`src/rtl/elastic_fifo_skp.sv`:
```
// Single-clock RX elastic buffer that holds occupancy near half depth by dropping or repeating SKP symbols.
// Optional per-event saturating statistics counters are enabled by defining ELASTIC_BUFFER_STATS_EN.
module elastic_fifo_skp #(
    parameter int                  DATA_WIDTH     = 10,
    parameter int                  BUFFER_DEPTH   = 16,
    parameter int                  ADDRESS_WIDTH  = 4,
    parameter logic [DATA_WIDTH-1:0] SKP_SYMBOL   = 10'h0F4,
    parameter int                  LOW_WATERMARK  = 4,
    parameter int                  HIGH_WATERMARK = 12
) (
    input  logic                    local_clock,
    input  logic                    local_reset,
    input  logic                    wr_valid,
    input  logic [DATA_WIDTH-1:0]   data_in,
    input  logic                    rd_en,
    output logic [DATA_WIDTH-1:0]   data_out,
    output logic                    data_valid,
    output logic [ADDRESS_WIDTH:0]  occupancy,
    output logic                    skp_added,
    output logic                    skp_removed,
    output logic                    overflow,
    output logic                    underflow,
    output logic                    dbg_run_o
`ifdef ELASTIC_BUFFER_STATS_EN
    ,
    output logic [15:0]             ins_count,
    output logic [15:0]             del_count,
    output logic [15:0]             ovf_count,
    output logic [15:0]             unf_count
`endif
);

    // Handshake: wr_valid pushes data_in unless the symbol is a droppable SKP or the buffer is
    // full without a same-cycle pop; rd_en in RUN yields data_out/data_valid one edge later.
    typedef enum logic {
        ST_FILL = 1'b0,
        ST_RUN  = 1'b1
    } state_e;

    localparam logic [ADDRESS_WIDTH:0] DEPTH_L = BUFFER_DEPTH[ADDRESS_WIDTH:0];
    localparam logic [ADDRESS_WIDTH:0] HALF_L  = DEPTH_L >> 1;
    localparam logic [ADDRESS_WIDTH:0] LOW_L   = LOW_WATERMARK[ADDRESS_WIDTH:0];
    localparam logic [ADDRESS_WIDTH:0] HIGH_L  = HIGH_WATERMARK[ADDRESS_WIDTH:0];

    state_e                   state_q, state_d;
    logic [ADDRESS_WIDTH:0]   wr_ptr_q, wr_ptr_d;
    logic [ADDRESS_WIDTH:0]   rd_ptr_q, rd_ptr_d;
    logic [DATA_WIDTH-1:0]    mem_q [BUFFER_DEPTH];
    logic [DATA_WIDTH-1:0]    data_out_q, data_out_d;
    logic                     data_valid_q, data_valid_d;
    logic                     skp_added_q, skp_added_d;
    logic                     skp_removed_q, skp_removed_d;
    logic                     overflow_q, overflow_d;
    logic                     underflow_q, underflow_d;

    logic [ADDRESS_WIDTH:0]   occ;
    logic                     empty;
    logic                     full;
    logic [DATA_WIDTH-1:0]    head;
    logic                     pop;
    logic                     wr_en;

    function automatic logic is_skp(input logic [DATA_WIDTH-1:0] sym);
        return (sym == SKP_SYMBOL) || (sym == ~SKP_SYMBOL);
    endfunction

    assign occ   = wr_ptr_q - rd_ptr_q;
    assign empty = (wr_ptr_q == rd_ptr_q);
    assign full  = (occ == DEPTH_L);
    assign head  = mem_q[rd_ptr_q[ADDRESS_WIDTH-1:0]];

    // Read side and FSM: FILL ignores rd_en until half depth is reached.
    always_comb begin
        state_d      = state_q;
        data_out_d   = data_out_q;
        data_valid_d = 1'b0;
        skp_added_d  = 1'b0;
        underflow_d  = 1'b0;
        pop          = 1'b0;
        case (state_q)
            ST_FILL: begin
                if (occ >= HALF_L) begin
                    state_d = ST_RUN;
                end
            end
            ST_RUN: begin
                if (rd_en) begin
                    if (empty) begin
                        underflow_d = 1'b1;
                        state_d     = ST_FILL;
                    end else if (is_skp(head) && (occ <= LOW_L)) begin
                        data_out_d   = head;
                        data_valid_d = 1'b1;
                        skp_added_d  = 1'b1;
                    end else begin
                        data_out_d   = head;
                        data_valid_d = 1'b1;
                        pop          = 1'b1;
                    end
                end
            end
            default: state_d = ST_FILL;
        endcase
        rd_ptr_d = rd_ptr_q + {{ADDRESS_WIDTH{1'b0}}, pop};
    end

    // Write side: a full buffer still accepts when the same cycle pops.
    always_comb begin
        wr_en         = 1'b0;
        skp_removed_d = 1'b0;
        overflow_d    = 1'b0;
        if (wr_valid) begin
            if (is_skp(data_in) && (occ >= HIGH_L)) begin
                skp_removed_d = 1'b1;
            end else if (full && !pop) begin
                overflow_d = 1'b1;
            end else begin
                wr_en = 1'b1;
            end
        end
        wr_ptr_d = wr_ptr_q + {{ADDRESS_WIDTH{1'b0}}, wr_en};
    end

    always_ff @(posedge local_clock or negedge local_reset) begin
        if (!local_reset) begin
            state_q       <= ST_FILL;
            wr_ptr_q      <= '0;
            rd_ptr_q      <= '0;
            data_out_q    <= '0;
            data_valid_q  <= 1'b0;
            skp_added_q   <= 1'b0;
            skp_removed_q <= 1'b0;
            overflow_q    <= 1'b0;
            underflow_q   <= 1'b0;
        end else begin
            state_q       <= state_d;
            wr_ptr_q      <= wr_ptr_d;
            rd_ptr_q      <= rd_ptr_d;
            data_out_q    <= data_out_d;
            data_valid_q  <= data_valid_d;
            skp_added_q   <= skp_added_d;
            skp_removed_q <= skp_removed_d;
            overflow_q    <= overflow_d;
            underflow_q   <= underflow_d;
        end
    end

    // Storage is deliberately left unreset.
    always_ff @(posedge local_clock) begin
        if (wr_en) begin
            mem_q[wr_ptr_q[ADDRESS_WIDTH-1:0]] <= data_in;
        end
    end

    assign data_out    = data_out_q;
    assign data_valid  = data_valid_q;
    assign occupancy   = occ;
    assign skp_added   = skp_added_q;
    assign skp_removed = skp_removed_q;
    assign overflow    = overflow_q;
    assign underflow   = underflow_q;
    assign dbg_run_o   = (state_q == ST_RUN);

`ifdef ELASTIC_BUFFER_STATS_EN
    logic [15:0] ins_cnt_q, del_cnt_q, ovf_cnt_q, unf_cnt_q;

    // Counters advance on the same edge that raises the matching pulse and stick at all-ones.
    always_ff @(posedge local_clock or negedge local_reset) begin
        if (!local_reset) begin
            ins_cnt_q <= '0;
            del_cnt_q <= '0;
            ovf_cnt_q <= '0;
            unf_cnt_q <= '0;
        end else begin
            if (skp_added_d && (ins_cnt_q != 16'hFFFF)) ins_cnt_q <= ins_cnt_q + 16'd1;
            if (skp_removed_d && (del_cnt_q != 16'hFFFF)) del_cnt_q <= del_cnt_q + 16'd1;
            if (overflow_d && (ovf_cnt_q != 16'hFFFF)) ovf_cnt_q <= ovf_cnt_q + 16'd1;
            if (underflow_d && (unf_cnt_q != 16'hFFFF)) unf_cnt_q <= unf_cnt_q + 16'd1;
        end
    end

    assign ins_count = ins_cnt_q;
    assign del_count = del_cnt_q;
    assign ovf_count = ovf_cnt_q;
    assign unf_count = unf_cnt_q;
`endif

endmodule

```
`config.mk`:
```
export PLATFORM = sky130hd
export DESIGN_NAME = elastic_fifo_skp
export DESIGN_NICKNAME = d
export VERILOG_FILES = /design/src/rtl/elastic_fifo_skp.sv
export SDC_FILE = /design/constraint.sdc
export NUM_CORES = 1
export LEC_CHECK = 0
export ABC_AREA = 1
export BUFFER_PORTS_ARGS = -buffer_cell sky130_fd_sc_hd__buf_2
export CAP_MARGIN = 20
export CORE_UTILIZATION = 55
export CTS_CLUSTER_SIZE = 10
export DETAILED_ROUTE_END_ITERATION = 10
export PLACE_DENSITY = 0.72
export SETUP_SLACK_MARGIN = 0.5
export SYNTH_ARGS = -nofsm -noshare
export SYNTH_HDL_FRONTEND = slang
export SYNTH_SLANG_ARGS = --single-unit
```
`constraint.sdc`:
```
create_clock -name local_clock -period 8.58 [get_ports local_clock]
set_input_delay 1.716 -clock local_clock [delete_from_list [all_inputs] [get_ports local_clock]]
set_output_delay 1.716 -clock local_clock [all_outputs]
set_load 0.05 [all_outputs]
```
==> results.toml, run 1 <==
[layout]
layoutNonFillerInstCount = 1055
area_delta_synth_final_pct = 9.60
final_cell_mix = "278 x nand2_1, 160 x edfxtp_1, 105 x inv_1"
final_common_cell = "nand2_1"
drive_above_1_share_pct = 9.99
fin_nets = 881
diodes = 0

[floorplan]
rows = 44
start_util_pct = 57.0
die_width_um = 125
die_h_um = 125
pin_count = 35
coreArea_sq_mm = 0.0146
die_area_sq_mm = 0.0157

[global_route]
grt_pass1_vias = 5676
grt_pass1_wl_um = 30400
antenna_found_initial = 0
grt_use_total_pct = 26.5
grt_overflow = 0
grt_max_degree = 89

[timing]
clock_skew_ns = 0.0113
max_slew.worst_pin.slew_ns = 0.927
tns_ns = 0
rsz0062_at_grt = "no"
max_freq_mhz = 208
hold_viol = 0
maxSlewViolCount = 0
setup_viol_count_final = 0
relSlewSlack_pct = 38.2
layout_min_cycle_time_ns = 4.80
finalCritPeriodShare_pct = 55.9
fin_ws_ns = 3.78

[route]
top_layer_used = "met4"
wl_met1_um = 8150
via_count = 5664
dr.pass1.iters = 7
viasPerCell = 5.37
route.detailed.drc = 0
drt-initial-drc-count = 607
met2_wirelength_um = 9620
totalWireLength_um = 19200
wl_met3_um = 1160
ant_nets = 0
detail_route.wl_per_cell_um = 18.2

[synthesis]
syn_inst = 835
synth-seq-cells = 186
avgSynthCellArea_sq_um = 9.99
synth_top_area_cell = "edfxtp_1"
yosysWarnings = 0
synth.distinct_cells = 31
netlist.area_leader.share_pct = 57.6
synth_nets = 858
synthTopCellsByArea = "edfxtp_1 58%, nand2_1 13%, dfrtp_1 7.8%"
syn_area_sq_mm = 0.00835
synth_seq_area_share_pct = 65.4

[pwr]
p_int_uw = 1960
vdd_ir_drop_max_mv = 0.259
switchingPower_uw = 1570
switching_share_pct = 44.6
p_per_area_mw_per_mm2 = 386
combPwrFrac_pct = 43.6
seq_power_share_pct = 33.9
leakage_uw = 0.00395
power_uw = 3530
clkPwrFrac_pct = 22.5

[cts]
clk_latency_ns = 0.44
cts_buffer_depth = 2
cts_setup_buffers = 0
cts-root-buf = "clkbuf_16"
cts_made_buffers = 17
numClockSinks = 186
h-tree-depth = 4
cts_hold_buf = 0
path_clk_slew_ns = 0.06
cts-resized-gates = 0
cts_tree = "done"

[setup_path]
cp_data_required_time_ns = 6.86
crit_path_end_kind = "output port"
critPathArrivalTime_ns = 3.08
slowest_delay_ns = 0.57
path_buf_inv = 4
crit_family = "buffers and inverters"
worst_setup_path_start_kind = "register"
worstSetupPathType = "reg2out"
slowest_stage = "fa_1"
worstPathMaxFanout = 46
path_cells = "buf_4 > inv_2 > fa_1 > a21oi_1 > o21bai_1 > xor2_1 > inv_1 > buf_2"

[placement]
placedCellCount = 1023
place.gp.congestion = 0.959
dp_slack_ns = 4.29
io_buffers = 34
dp_hpwl_um = 12200

[job]
drv_cap = 0

[outcome]
status = "finished, final reports clean"

[min_path]
hold_path_class = "reg2reg"
==> worst paths after layout <==
| check | cells past startpoint | slack [ns] | end | from |
|---|---|---|---|---|
| max reg2reg | 20 | 4.22 | mem_q[11][1] | rd_ptr_q[0] |
| min in group asynchronous | 1 | 1.27 | skp_removed | local_reset |
| max in group asynchronous | 1 | 6.91 | rd_ptr_q[0] | local_reset |
| min reg2reg | 1 | 0.51 | rd_ptr_q[4] | rd_ptr_q[4] |
| max | 8 | 3.78 | occupancy[4] | rd_ptr_q[1] |
| min | 1 | 0.51 | rd_ptr_q[4] | rd_ptr_q[4] |
==> state kept, by name (all words and copies together), names as in the netlist <==
register,count
underflow,1
skp_added,1
rd_ptr_q,5
data_out,10
dbg_run_o,1
overflow,1
data_valid,1
skp_removed,1
wr_ptr_q,5
mem_q,160
==> cell usage after synthesis, drive strengths merged <==
cell / instances
o21bai: 1
o211ai: 1
fa: 1
nor2: 95
nand3: 65
nand2: 281
a21oi: 11
xnor2: 2
a31oi: 2
ha: 8
o41ai: 1
dfrtp: 26
nor3: 1
buf: 27
clkbuf: 7
o21ai: 23
nand4: 3
inv: 108
nor4: 3
clkinv: 1
xor2: 8
edfxtp: 160
==> cell families (layout without fill, tap and decap cells) <==
family / Yosys count / after routing / synth area share, %
flip-flops: 186 / 186 / 65.4
AO/OA/AOI/OAI: 39 / 39 / 2.47
buffers and inverters: 143 / 179 / 7.87
adder cells (fa/ha/maj): 9 / 9 / 1.44
XOR/XNOR: 10 / 10 / 1.05
AND/OR/NAND/NOR: 448 / 448 / 21.8
==> routing by layer <==
| layer | GRT usage (%) | up-vias |
|---|---|---|
| met5 | 0 | - |
| met4 | 8.18 | 0 |
| met3 | 5.61 | 29 |
| met2 | 45.0 | 204 |
| met1 | 34.2 | 2699 |
| li1 | - | 2732 |
==> stage by stage <==
step                util (%)  hold WS (ns)  cell area, sq um
floorplan                  -         0.463              8350
CTS                     62.5         0.512              9150
detailed placement      58.4         0.501              8550
global placement        58.1         0.480              8510
global route            62.5         0.527              9150
finish                  62.5         0.514              9150
==> worst reg2reg max path, cell delays in order (launching register included) <==
cell     delay (ns)
dfrtp_2        0.34
buf_4          0.66
inv_2          0.61
buf_12         0.33
nand2_1        0.09
nand2_1        0.05
nand2_1        0.05
o21ai_1        0.10
nand2_1        0.07
nand2_1        0.06
inv_1          0.12
nand2_1        0.09
nand2_1        0.07
nor2_1         0.04
nand3_1        0.05
nand2_1        0.06
nand2_1        0.10
nand2_2        0.07
nand2_2        0.11
nand2_4        0.18
nor2_1         0.71
==> area by class of cell <==
| class | instances | area (sq um) |
|---|---|---|
| flip-flops and latches | 186 | 5460 |
| clock buffers | 17 | 425 |
| well taps | 184 | 230 |
| fillers | 1185 | 5500 |
| repair buffers | 38 | 216 |
| inverters | 109 | 409 |
| clock inverters | 15 | 175 |
| multi-input cells | 506 | 2230 |
==> power groups by stage <==
stage	combinational, uW	clock (uW)	sequential (uW)
after floorplan	1090	0	1290
after global routing	1680	836	1210
after CTS	1530	801	1200
after global placement	1470	0	1210
after detailed placement	1510	0	1220
final	1540	795	1200
(Power assumes the default switching activity.)
==> inputs of run 2 (changes only) <==
==> constraint.sdc (replaced) <==
create_clock -name local_clock -period 4.8 [get_ports local_clock]
set_input_delay 0.96 -clock local_clock [delete_from_list [all_inputs] [get_ports local_clock]]
set_output_delay 0.96 -clock local_clock [all_outputs]
set_load 0.05 [all_outputs]
==> run 2 against run 1 <==
Compared with the run above: cell count grew 0.57%; combinational power grew 81%; global-route usage shrank 0.42 points; worst hold slack lost 0.017 ns; highest routed layer unchanged; die area is the same; via count grew 1.7%; largest power group unchanged; critical endpoint is now mem_q[1][5]; sequential cell count is the same.
==> results.toml, run 2 (synthesis gave the netlist of run 1 again) <==
[global_route]
grt_use_total_pct = 26.0
antenna_found_initial = 0
grt_overflow = 0
grt_max_degree = 55
grt_pass1_wl_um = 29900
grt_pass1_vias = 5424

[layout]
area_delta_synth_final_pct = 9.81
drive_above_1_share_pct = 10.5
nFillCells = 1171
final_common_cell = "nand2_1"
largest_reg_flops = 160
regArea_sq_mm = 0.00546
multiInputGateArea_sq_mm = 0.00223
fin_nets = 888
final_cell_mix = "278 x nand2_1, 160 x edfxtp_1, 105 x inv_1"
diodes = 0

[timing]
setup_viol_count_final = 0
fin_ws_ns = 0.861
max_freq_mhz = 254
layout_min_cycle_time_ns = 3.94
clock_skew_ns = 0.0102
max_slew.worst_pin.slew_ns = 0.921
maxSlewViolCount = 0
tns_ns = 0
relSlewSlack_pct = 38.4
hold_viol = 0
timing.hold.ws_ns = 0.497
rsz0062_at_grt = "no"
finalCritPeriodShare_pct = 82.1

[setup_path]
crit_family = "simple AND/OR/NAND/NOR gates"
critPathArrivalTime_ns = 4.00
crit_start = "rd_ptr_q[0]"
crit_path_end_kind = "register"
regToRegStartpoint = "rd_ptr_q[0]"
path_cells = "buf_4 > inv_2 > buf_12 > o21ai_0 > nand3_1 > nand3_1 > nand2_1 > nand2_1 > nor2_1 > nand3_1 > nand2_1 > nand2_1 > nand2_2 > nand2_2 > nand2_4 > nor2_1"
worst_setup_path_start_kind = "register"
ff2ff_setup_slack_ns = 0.86
cp_data_required_time_ns = 4.86
worstSetupPathType = "reg2reg"
slowest_stage = "nor2_1"
cpMostUsedCell = "nand2_1"
path_buf_inv = 3
worstPathMaxFanout = 42
slowest_delay_ns = 0.74

[cts]
cts_hold_buf = 0
clk_latency_ns = 0.44
cts-resized-gates = 0
cts-root-buf = "clkbuf_16"
cts_buffer_depth = 2
numClockSinks = 186
h-tree-depth = 4
cts_made_buffers = 17
path_clk_slew_ns = 0.07
cts_tree = "done"
cts_setup_buffers = 0

[floorplan]
die_h_um = 125
start_util_pct = 57.0
pin_count = 35
coreArea_sq_mm = 0.0146
rows = 44
die_area_sq_mm = 0.0157
die_width_um = 125

[route]
ant_nets = 0
dr.pass1.iters = 7
via_count = 5758
totalWireLength_um = 19200
viasPerCell = 5.43
route.detailed.drc = 0
detail_route.wl_per_cell_um = 18.1
drt-initial-drc-count = 702

[pwr]
p_per_area_mw_per_mm2 = 684
power_uw = 6270
vdd_ir_drop_max_mv = 0.404
leakage_uw = 0.00397

[min_path]
worstHoldStart = "wr_ptr_q[4]"
hold_path_class = "reg2reg"

[job]
drv_cap = 0

[placement]
place.gp.congestion = 0.965
io_buffers = 34
dp_slack_ns = 0.921
dp_hpwl_um = 12100

[outcome]
status = "finished, final reports clean"
-- run 2: changes by cell type in the layout (fill, tap and decap cells not counted), moves of 2 or more --
cell,before,now
buf_4,2,10
clkinv_2,0,3
clkinv_4,3,0
inv_8,3,1
-- run 2: through the flow --
step / instance area [sq um] / utilization (%) / std cells
3_5_place_dp: 8590 / 58.7 / 1030
2_1_floorplan: 8350 / - / 835
3_3_place_gp: 8590 / 58.7 / 1030
6_report: 9160 / 62.6 / 1061
4_1_cts: 9160 / 62.6 / 1061
5_1_grt: 9160 / 62.6 / 1061
-- run 2: where the power goes --
part | total, uW | leakage, uW | internal, uW | switching, uW
Combinational | 2780 | 0.00194 | 715 | 2060
Clock | 1370 | 0.000277 | 767 | 607
Sequential | 2120 | 0.00175 | 2010 | 111
-- run 2: final timing paths --
path                               end  cells after the start
max                        mem_q[1][5]                     16
min in group asynchronous  skp_removed                      1
min reg2reg                wr_ptr_q[4]                      1
max in group asynchronous  rd_ptr_q[0]                      1
max reg2reg                mem_q[1][5]                     16
min                        wr_ptr_q[4]                      1
-- run 2: layer usage --
layer  GRT usage (%)  part of all wire, %
met2            40.7                   46
met1            35.4                   44
met3            6.20                  7.1
met5               0                    0
met4            10.4                  2.7
-- run 2: worst reg2reg max path, stage by stage, from the launching register on --
cell and delay, ns:
dfrtp_2 0.37, buf_4 0.34, inv_2 0.35, buf_12 0.29, o21ai_0 0.34, nand3_1 0.21, nand3_1 0.14, nand2_1 0.09
nand2_1 0.07, nor2_1 0.05, nand3_1 0.07, nand2_1 0.06, nand2_1 0.10, nand2_2 0.07, nand2_2 0.09, nand2_4 0.16
nor2_1 0.75
-- run 2: layout make-up --
class / count / share of cell area [%]
Timing Repair Buffer: 45 / 2.89
Clock buffer: 17 / 4.64
Inverter: 109 / 4.46
Sequential cell: 186 / 59.5
Multi-Input combinational cell: 506 / 24.4
Tap cell: 184 / 2.51
Clock inverter: 14 / 1.57
==> inputs of run 3 (changes only) <==
==> constraint.sdc (replaced) <==
create_clock -name local_clock -period 3.84 [get_ports local_clock]
set_input_delay 0.768 -clock local_clock [delete_from_list [all_inputs] [get_ports local_clock]]
set_output_delay 0.768 -clock local_clock [all_outputs]
set_load 0.05 [all_outputs]
==> run 3 against run 2 <==
Compared with the run above: die area did not move; register-to-register slack got worse by 0.17 ns; final area rose by 2.3%; clock power rose by 15%; sequential share of layout area fell by 1.4 points; clock skew fell by 0.0023 ns; worst hold slack got worse by 0.17 ns; core utilization rose by 1.5 points; total power rose by 27%; combinational power rose by 33%.
==> results.toml, run 3 (synthesis gave the netlist of run 1 again) <==
[layout]
drive_above_1_share_pct = 12.7
fin_util_pct = 64.0
final_cell_mix = "278 x nand2_1, 160 x edfxtp_1, 105 x inv_1"
diodes = 0
layoutNonFillerInstCount = 1082
largest_reg_flops = 160
fin_nets = 910
area_delta_synth_final_pct = 12.4
final_common_cell = "nand2_1"

[pwr]
combPwrFrac_pct = 46.7
p_per_area_mw_per_mm2 = 848
p_int_uw = 4460
power_uw = 7950
switchingPower_uw = 3490
switching_share_pct = 43.9
leakage_uw = 0.00408
seq_power_share_pct = 33.6
vdd_ir_drop_max_mv = 0.527
clkPwrFrac_pct = 19.7

[setup_path]
cp_data_required_time_ns = 3.07
critPathArrivalTime_ns = 2.39
reg2reg_depth = 13
worstSetupPathType = "reg2out"
worstPathMaxFanout = 11
regToRegStartpoint = "rd_ptr_q[0]"
rr_endpoint = "mem_q[14][1]"
worst_setup_path_start_kind = "register"
crit_path_end_kind = "output port"
ff2ff_setup_slack_ns = 0.69

[floorplan]
coreArea_sq_mm = 0.0146
start_util_pct = 57.0
die_area_sq_mm = 0.0157
rows = 44
die_width_um = 125
pin_count = 35
die_h_um = 125

[route]
drt-initial-drc-count = 568
totalWireLength_um = 19200
viasPerCell = 5.37
detail_route.wl_per_cell_um = 17.8
dr.pass1.iters = 7
via_count = 5814
route.detailed.drc = 0
ant_nets = 0

[timing]
tns_ns = 0
hold_viol = 0
relSlewSlack_pct = 49.7
rsz0062_at_grt = "no"
finalCritPeriodShare_pct = 82.2
fin_ws_ns = 0.684
clock_skew_ns = 0.00786
setup_viol_count_final = 0
maxSlewViolCount = 0
max_freq_mhz = 317
layout_min_cycle_time_ns = 3.16
max_slew.worst_pin.slew_ns = 0.744

[min_path]
hold_path_class = "in2async"

[global_route]
grt_pass1_wl_um = 29700
grt_max_degree = 49
antenna_found_initial = 0
grt_use_total_pct = 25.7
grt_pass1_vias = 5557
grt_overflow = 0

[placement]
dp_slack_ns = 0.262
placedCellCount = 1047
io_buffers = 34
place.gp.congestion = 0.860
dp_hpwl_um = 12300

[cts]
clk_latency_ns = 0.43
cts_made_buffers = 17
path_clk_slew_ns = 0.06
h-tree-depth = 4
cts_buffer_depth = 2
numClockSinks = 186
cts_tree = "done"
cts_hold_buf = 0
cts-root-buf = "clkbuf_16"

[job]
drv_cap = 0

[outcome]
status = "finished, final reports clean"
[run 3: cell type report]
cell class                 count  area (sq um)
sequential                   186          5460
fill                        1145          5270
multi-input combinational    506          2260
timing repair buffer          67           497
clock buffer                  20           437
inverter                     109           417
tap                          184           230
clock inverter                10          80.1
[run 3: worst max path at each step]
stage,from,end,slack [ns]
after floorplan,rd_ptr_q[1],mem_q[0][0],0.54
after global placement,data_in[6],wr_ptr_q[4],0.47
after detailed placement,rd_ptr_q[0],mem_q[14][0],0.26
after CTS,rd_ptr_q[0],wr_ptr_q[4],0.48
after global routing,rd_ptr_q[0],wr_ptr_q[4],0.48
final,rd_ptr_q[0],occupancy[4],0.68
[run 3: timing repair]
item / in CTS / in global routing
resized for setup: 3 / 19
pin swaps: 0 / 1
setup endpoints to repair: 30 / 165
buffers inserted: 0 / 4
cloned: 0 / 1
[run 3: stage by stage]
step                      cell area [sq um]  hold slack, ns
final                                  9380           0.324
after CTS                              9260           0.330
after global routing                   9380           0.371
after floorplan                        8350           0.463
after global placement                 8730           0.481
after detailed placement               8730           0.484
[run 3: per-layer routing]
metal / vias to the layer above / GRT usage, % / share of wire (%)
met5: - / 0 / 0
met4: 0 / 9.83 / 2.9
met3: 34 / 5.35 / 7.9
met2: 234 / 42.1 / 48
met1: 2765 / 33.9 / 41
li1: 2781 / - / -
[run 3: worst max-delay path, stage by stage, from the launching register on]
cell,delay (ns)
dfrtp_2,0.48
buf_12,0.16
ha_1,0.14
inv_1,0.06
fa_2,0.37
a21oi_2,0.14
o21bai_1,0.08
xor2_1,0.17
inv_1,0.08
buf_2,0.26
[run 3: power by group through the flow]
stage | registers [uW] | clock network (uW) | logic, uW
global route | 2700 | 1660 | 4070
finish | 2670 | 1570 | 3710
global placement | 2680 | 0 | 3450
floorplan | 2890 | 0 | 2450
detailed placement | 2700 | 0 | 3510
CTS | 2660 | 1590 | 3540
